==> config.mk <==
export PLATFORM = sky130hd
export DESIGN_NAME = store_unit
export DESIGN_NICKNAME = d
export VERILOG_FILES = /design/src/rtl/store_unit_pkg.sv /design/src/rtl/store_align.sv /design/src/rtl/store_unit.sv
export SDC_FILE = /design/constraint.sdc
export NUM_CORES = 1
export LEC_CHECK = 0
export BUFFER_PORTS_ARGS = -buffer_cell sky130_fd_sc_hd__buf_2
export CAP_MARGIN = 0
export CORE_ASPECT_RATIO = 0.6
export CORE_MARGIN = 2
export CORE_UTILIZATION = 44
export CTS_CLUSTER_DIAMETER = 200
export DETAILED_ROUTE_END_ITERATION = 16
export PLACE_DENSITY = 0.88
export SLEW_MARGIN = 20
export SYNTH_ARGS = -nofsm -noshare
export SYNTH_HDL_FRONTEND = slang
export SYNTH_SLANG_ARGS = --single-unit
==> constraint.sdc <==
create_clock -name clk -period 2 [get_ports clk]
set_input_delay 0.4 -clock clk [delete_from_list [all_inputs] [get_ports clk]]
set_output_delay 0.4 -clock clk [all_outputs]
set_load 0.05 [all_outputs]
==> src/rtl/store_unit_pkg.sv <==
// Shared types and constants for the store path.
// STORE_RMW_EN adds the READ state and the sub-word merge helper.
package store_unit_pkg;

  typedef enum logic [1:0] {
    sb = 2'd0,
    sh = 2'd1,
    sw = 2'd2
  } Storetype;

`ifdef STORE_RMW_EN
  typedef enum logic [1:0] {
    IDLE  = 2'd0,
    READ  = 2'd1,
    WRITE = 2'd2,
    DONE  = 2'd3
  } state_t;
`else
  typedef enum logic [1:0] {
    IDLE  = 2'd0,
    WRITE = 2'd2,
    DONE  = 2'd3
  } state_t;
`endif

  localparam logic [3:0] BE_BYTE0   = 4'b0001;
  localparam logic [3:0] BE_BYTE1   = 4'b0010;
  localparam logic [3:0] BE_BYTE2   = 4'b0100;
  localparam logic [3:0] BE_BYTE3   = 4'b1000;
  localparam logic [3:0] BE_HALF_LO = 4'b0011;
  localparam logic [3:0] BE_HALF_HI = 4'b1100;
  localparam logic [3:0] BE_WORD    = 4'b1111;

`ifdef STORE_RMW_EN
  // Enabled lanes keep the new store data, the rest keep what memory held.
  function automatic logic [31:0] merge_word(input logic [31:0] placed,
                                             input logic [31:0] rdata,
                                             input logic [3:0]  be);
    logic [31:0] res;
    res = '0;
    for (int i = 0; i < 4; i++) begin
      res[8*i +: 8] = be[i] ? placed[8*i +: 8] : rdata[8*i +: 8];
    end
    return res;
  endfunction
`endif

endpackage

==> src/rtl/store_align.sv <==
// Combinational lane placement for sb/sh/sw: lane data, byte enables and
// misalignment (undefined store types are reported as misaligned).
module store_align
  import store_unit_pkg::*;
(
  input  Storetype    storetype,
  input  logic [1:0]  offset,
  input  logic [31:0] WriteData,
  output logic [31:0] lane_data,
  output logic [3:0]  lane_be,
  output logic        misaligned
);

  always_comb begin
    lane_data  = '0;
    lane_be    = '0;
    misaligned = 1'b0;
    case (storetype)
      sb: begin
        lane_be   = BE_BYTE0 << offset;
        lane_data = {24'b0, WriteData[7:0]} << {offset, 3'b000};
      end
      sh: begin
        if (offset[0]) begin
          misaligned = 1'b1;
        end else if (offset[1]) begin
          lane_be   = BE_HALF_HI;
          lane_data = {WriteData[15:0], 16'b0};
        end else begin
          lane_be   = BE_HALF_LO;
          lane_data = {16'b0, WriteData[15:0]};
        end
      end
      sw: begin
        if (offset != 2'b00) begin
          misaligned = 1'b1;
        end else begin
          lane_be   = BE_WORD;
          lane_data = WriteData;
        end
      end
      default: misaligned = 1'b1;
    endcase
  end

endmodule

==> src/rtl/store_unit.sv <==
// Store unit: places rs2 into byte lanes and runs a req/ack memory write.
// STORE_RMW_EN: sub-word stores read the word first and write back a merged word.
module store_unit
  import store_unit_pkg::*;
(
  input  logic        clk,
  input  logic        reset_n,
  input  logic        Start,
  input  Storetype    storetype,
  input  logic [31:0] Addr,
  input  logic [31:0] WriteData,
  output logic        Busy,
  output logic        Done,
  output logic        Misaligned,
  output logic        MemReq,
  output logic        MemWe,
  output logic [31:0] MemAddr,
  output logic [31:0] MemWData,
  output logic [3:0]  MemBE,
  input  logic [31:0] MemRData,
  input  logic        MemAck
);

  // state | meaning
  // IDLE  | waiting for Start; request fields latched on acceptance
  // READ  | RMW only: reading the target word to merge into
  // WRITE | write request held until MemAck
  // DONE  | one-cycle Done pulse, Misaligned if the request was rejected

  state_t      state, state_nxt;
  logic        mis_q;
  logic [31:0] lane_data;
  logic [3:0]  lane_be;
  logic        align_mis;
  logic        accept;

  store_align u_align (
    .storetype  (storetype),
    .offset     (Addr[1:0]),
    .WriteData  (WriteData),
    .lane_data  (lane_data),
    .lane_be    (lane_be),
    .misaligned (align_mis)
  );

  assign accept = (state == IDLE) && Start;

`ifdef STORE_RMW_EN
  logic [3:0]  lane_be_q;
  logic [31:0] merged;

  assign merged = merge_word(MemWData, MemRData, lane_be_q);
`else
  logic unused_rdata;
  assign unused_rdata = ^MemRData;
`endif

  always_ff @(posedge clk or negedge reset_n) begin
    if (!reset_n) begin
      state    <= IDLE;
      mis_q    <= 1'b0;
      MemAddr  <= '0;
      MemWData <= '0;
      MemBE    <= '0;
`ifdef STORE_RMW_EN
      lane_be_q <= '0;
`endif
    end else begin
      state <= state_nxt;
      if (accept) begin
        mis_q    <= align_mis;
        MemAddr  <= {Addr[31:2], 2'b00};
        MemWData <= lane_data;
`ifdef STORE_RMW_EN
        MemBE     <= BE_WORD;
        lane_be_q <= lane_be;
`else
        MemBE    <= lane_be;
`endif
      end
`ifdef STORE_RMW_EN
      else if ((state == READ) && MemAck) begin
        MemWData <= merged;
      end
`endif
    end
  end

  always_comb begin
    state_nxt  = state;
    Busy       = (state != IDLE);
    Done       = 1'b0;
    Misaligned = 1'b0;
    MemReq     = 1'b0;
    MemWe      = 1'b0;
    case (state)
      IDLE: begin
        if (Start) begin
          if (align_mis) begin
            state_nxt = DONE;
`ifdef STORE_RMW_EN
          end else if (storetype != sw) begin
            state_nxt = READ;
`endif
          end else begin
            state_nxt = WRITE;
          end
        end
      end
`ifdef STORE_RMW_EN
      READ: begin
        MemReq = 1'b1;
        if (MemAck) state_nxt = WRITE;
      end
`endif
      WRITE: begin
        MemReq = 1'b1;
        MemWe  = 1'b1;
        if (MemAck) state_nxt = DONE;
      end
      DONE: begin
        Done       = 1'b1;
        Misaligned = mis_q;
        state_nxt  = IDLE;
      end
      default: state_nxt = IDLE;
    endcase
  end

endmodule

* Yosys cells after proc, flatten, opt, wreduce, memory -nomap -nowiden *
Index checks and enable logic that the tools add are counted.

storage, ports and cells
  bits in registers = 69
  bits in latches = 0
  bits in writable memories = 0
  bits in read-only memories = 0
  bits of input ports = 102
  output and inout port bits = 73
  word-level logic and storage cells = 37
  memories kept = 0

operators by class
  add/sub/neg operators = 0
  multiply operators = 0
  divide/modulo/power cells = 0
  magnitude comparators = 0
  equal/unequal tests = 6
  shift operators = 2
  multiplexer cells = 18
  bitwise logic cells = 0
  reduce and logical (&&, ||, !) cells = 6

operators with widths
  kind                 number
  $mux 32              3
  $pmux 32 s3          1
  $shl 8x5->32         1
  $mux 4               3
  $pmux 4 s3           1
  $eq 2x2->1 const B   3
  $mux 1               6
  $logic_not 2->1      2
  $mux 2               2
  $ne 2x2->1 const B   2
  $pmux 2 s2           1
  $reduce_bool 2->1    2
  $shl 1x2->4 const A  1
  $pmux 1 s3           1
  $eq 2x1->1 const B   1
  $reduce_and 2->1     1
  $logic_and 1x1->1    1

* Longest topological paths before layout *
  depth after elaboration = 6
  gate-level depth with buffers = 6
  gate-level depth less buffers = 3

* Hierarchy *
From an unflattened synthesis, not the netlist that was laid out.

unflattened totals
  cells, all modules = 229
  area, all modules = 3149.3 um2

by module, submodules not included
  module       instances  cells each  area each (um2)  seq. area each (um2)
  store_unit   1          157         2625.0           1726.7
  store_align  1          72          524.3            0.0

* Least setup slack after synthesis *
OpenSTA, ideal clock, no wires.

  kind = register to output
  start point = register state[0]
  end point = output MemWe
  data arrival time = 1.522 ns
  data required time = 1.600 ns
  path slack = 0.078 ns
  stages on the path, launching flop included = 3
  path buffers = 1
  cell sequence = dfrtp_1 nor2b_1 buf_4

between the ends
  word-level cells in the longest chain between the ends = 2

ends and longest elaborated chain
  what                    RTL line          text
  start, declared         store_unit.sv:30  state_t state, state_nxt;
  start signal, assigned  store_unit.sv:69  state <= state_nxt;
  $eq 2x2->1              n/a
  $mux 1                  n/a
  end, declared           store_unit.sv:16  output logic MemWe,

No other way between the ends.

* Final worst setup path *
  start point = register state[1]
  end point = register MemWData[17]

between the ends
  word-level cells in the longest chain between the ends = 2

ends and longest elaborated chain
  what                  RTL line          text
  $logic_not 2->1       store_unit.sv:46  assign accept = (state == IDLE) && Start;
  $logic_and 1x1->1     store_unit.sv:46
  end signal, assigned  store_unit.sv:73  MemWData <= lane_data;
  end, declared         store_unit.sv:18  output logic [31:0] MemWData,

No other way between the ends.
A chain may end at the register's enable or synchronous reset.

==> out/results.ini <==
[worst_setup_path]
path_buf_inv = 1
worstPathMaxFanout = 16
crit_required_ps = 2220
slowest_stage = or3b_2
cp-end-kind = flip-flop
worstReg2RegStart = state[1]$_DFFE_PN0P_
crit_path_start = state[1]$_DFFE_PN0P_
cp-start-kind = flip-flop
max_stage_delay_ps = 550
path_delay_family = simple AND/OR/NAND/NOR gates
cp_cell_sequence = or3b_2, or3_1, buf_4, o21ai_0
cp.arrival_ps = 2110
critical_path_class = flip-flop to flip-flop

[floorplanning]
initial_core_util = 0.462
die_y_um = 69.3
num_rows = 23
core-area_um2 = 6760
ioPinCount = 175
die_area_um2 = 7820
dieWidth_um = 113

[sta]
fin_tns_setup_ps = 0
fmax_ghz = 0.528
worst_slack_ps = 104
hold_violations = 0
setup_violations = 0
rsz0062_at_grt = false
min_period_ps = 1900
fin_crit_sh = 0.948
relSlewSlack = 0.646
whs_ps = 89.8
tightest_slew_ps = 531
slew_viol_final = 0
skew_ps = 5.48

[yosys]
yosysTopAreaCell = dfrtp_1
synth_cells = 314
synth_area_leaders = dfrtp_1 (55%), nand2_1 (14%), a22o_1 (4.5%)
syn_area_per_cell_um2 = 9.96
synth_most_common_cell = nand2_1
synth.distinct_cells = 37
synth-edff-count = 0
synthesis.area_um2 = 3130
synth_top_area_share = 0.552
async_reset_ff_frac = 1.00
ys_warn_count = 0
ys_seq_elements = 69
synthFlopType = dfrtp_1
synth_commonest_cells = nand2_1 (120), dfrtp_1 (69), a22o_1 (16), a22oi_1 (16), clkbuf_1 (16)
ys_seq_area_frac = 0.552

[routing]
wirelength_mm = 8.81
via_per_inst = 5.45
wl_per_cell_um = 16.2
first_iter_violations = 284
drt.antenna.violating_nets = 0
vias = 2953
drc_errors = 0
drtPass1Iterations = 5

[place]
io_buffers = 140
hpwl_mm = 6.33
pre_cts_ws_ps = 143
placed_cells = 526
gp_congestion = 0.828

[cells_and_area]
multi_input_area_um2 = 1280
syn_to_final_growth_pct = 35.6
final_cells = 542
drive_gt1_frac = 0.424
fillers = 560
seq_area_um2 = 1730
num_antenna_cells = 0
finalNetCount = 552

[pwr]
p_per_area_nw_per_um2 = 1780
leakagePower_nw = 2.28
irDropWorstVdd_mv = 1.13

[clock_network]
cts_setup_buffers = 0
insertion_delay_ps = 320
cts-resized-gates = 0
clk_pin_slew_ps = 50
cts.sinks = 69
cts_buffers = 9
cts_root_buffer = clkbuf_16
h-tree-depth = 3
clockBufferDepth = 2
cts_tree = done
cts-hold-fix-buffers = 0

[job]
maxCapViolations = 0

[global_routing]
antenna_found_initial = 0
grt-ovfl-total = 0
globalRouteMet3Util = 0.0752
grt_max_degree = 70
grt_use_total = 0.229
grt_pass1_vias = 2805
grt_pass1_wl_mm = 14.2
use_met2 = 0.321
met1_usage = 0.335
grt-busiest-layer = met1

[run_status]
status = finished clean

[hold_path]
hp-class = input port to asynchronous set/reset pin

==> registers in the layout, indices dropped and copies added, names as in the netlist <==
| signal | count |
|---|---|
| mis_q | 1 |
| MemBE | 4 |
| state | 2 |
| MemAddr | 30 |
| MemWData | 32 |
==> final cells by class <==
class                           instances  share of cell area
Clock buffer                           10              0.0564
Clock inverter                          6              0.0204
Inverter                                1            0.000885
Multi-Input combinational cell        218               0.302
Sequential cell                        69               0.407
Tap cell                               87              0.0257
Timing Repair Buffer                  151               0.188
==> through the flow <==
step	area [um^2]	power [mW]	utilization
5_1_grt	4240	7.93	0.627
6_report	4240	7.53	0.627
3_5_place_dp	3920	5.86	0.579
4_1_cts	4240	7.61	0.627
3_3_place_gp	3920	5.77	0.579
2_1_floorplan	3130	4.94	-
==> worst paths after layout <==
check	cells after the start	slack, ps	to
max	4	100	MemWData[17]$_DFFE_PN0P_
min	2	90	MemWData[18]$_DFFE_PN0P_
max reg2reg	4	100	MemWData[17]$_DFFE_PN0P_
min reg2reg	2	470	MemAddr[29]$_DFFE_PN0P_
max in group asynchronous	2	1610	MemAddr[18]$_DFFE_PN0P_
min in group clk	3	270	MemAddr[25]$_DFFE_PN0P_
==> metal layers <==
layer / vias to the layer above / routed length, um
li1: 1350 / -
met1: 1423 / 4010
met2: 161 / 3760
met3: 19 / 909
met4: 0 / 129
met5: - / 0
==> power breakdown <==
part | switching [mW] | internal, mW
Sequential | 0.299 | 1.92
Combinational | 2.81 | 0.807
Clock | 0.580 | 1.12
Total | 3.69 | 3.85
==> cells by family after synthesis <==
logic type,Yosys count,synth area share
XOR/XNOR,1,0.00280
buffers and inverters,28,0.0412
AO/OA/AOI/OAI,67,0.181
flip-flops,69,0.552
AND/OR/NAND/NOR,148,0.221
other,1,0.00120
==> layout by cell type, fill, tap and decap left out, drive strengths merged, types with 4 or more instances in the layout <==
master / synthesis / layout
a22o: 16 / 16
nand2: 120 / 120
a22oi: 16 / 16
nor4bb: 9 / 9
a31o: 8 / 8
buf: 11 / 151
clkinv: 1 / 4
o221ai: 9 / 9
o21ai: 12 / 12
clkbuf: 16 / 10
dfrtp: 69 / 69
(Power assumes the default switching activity.)
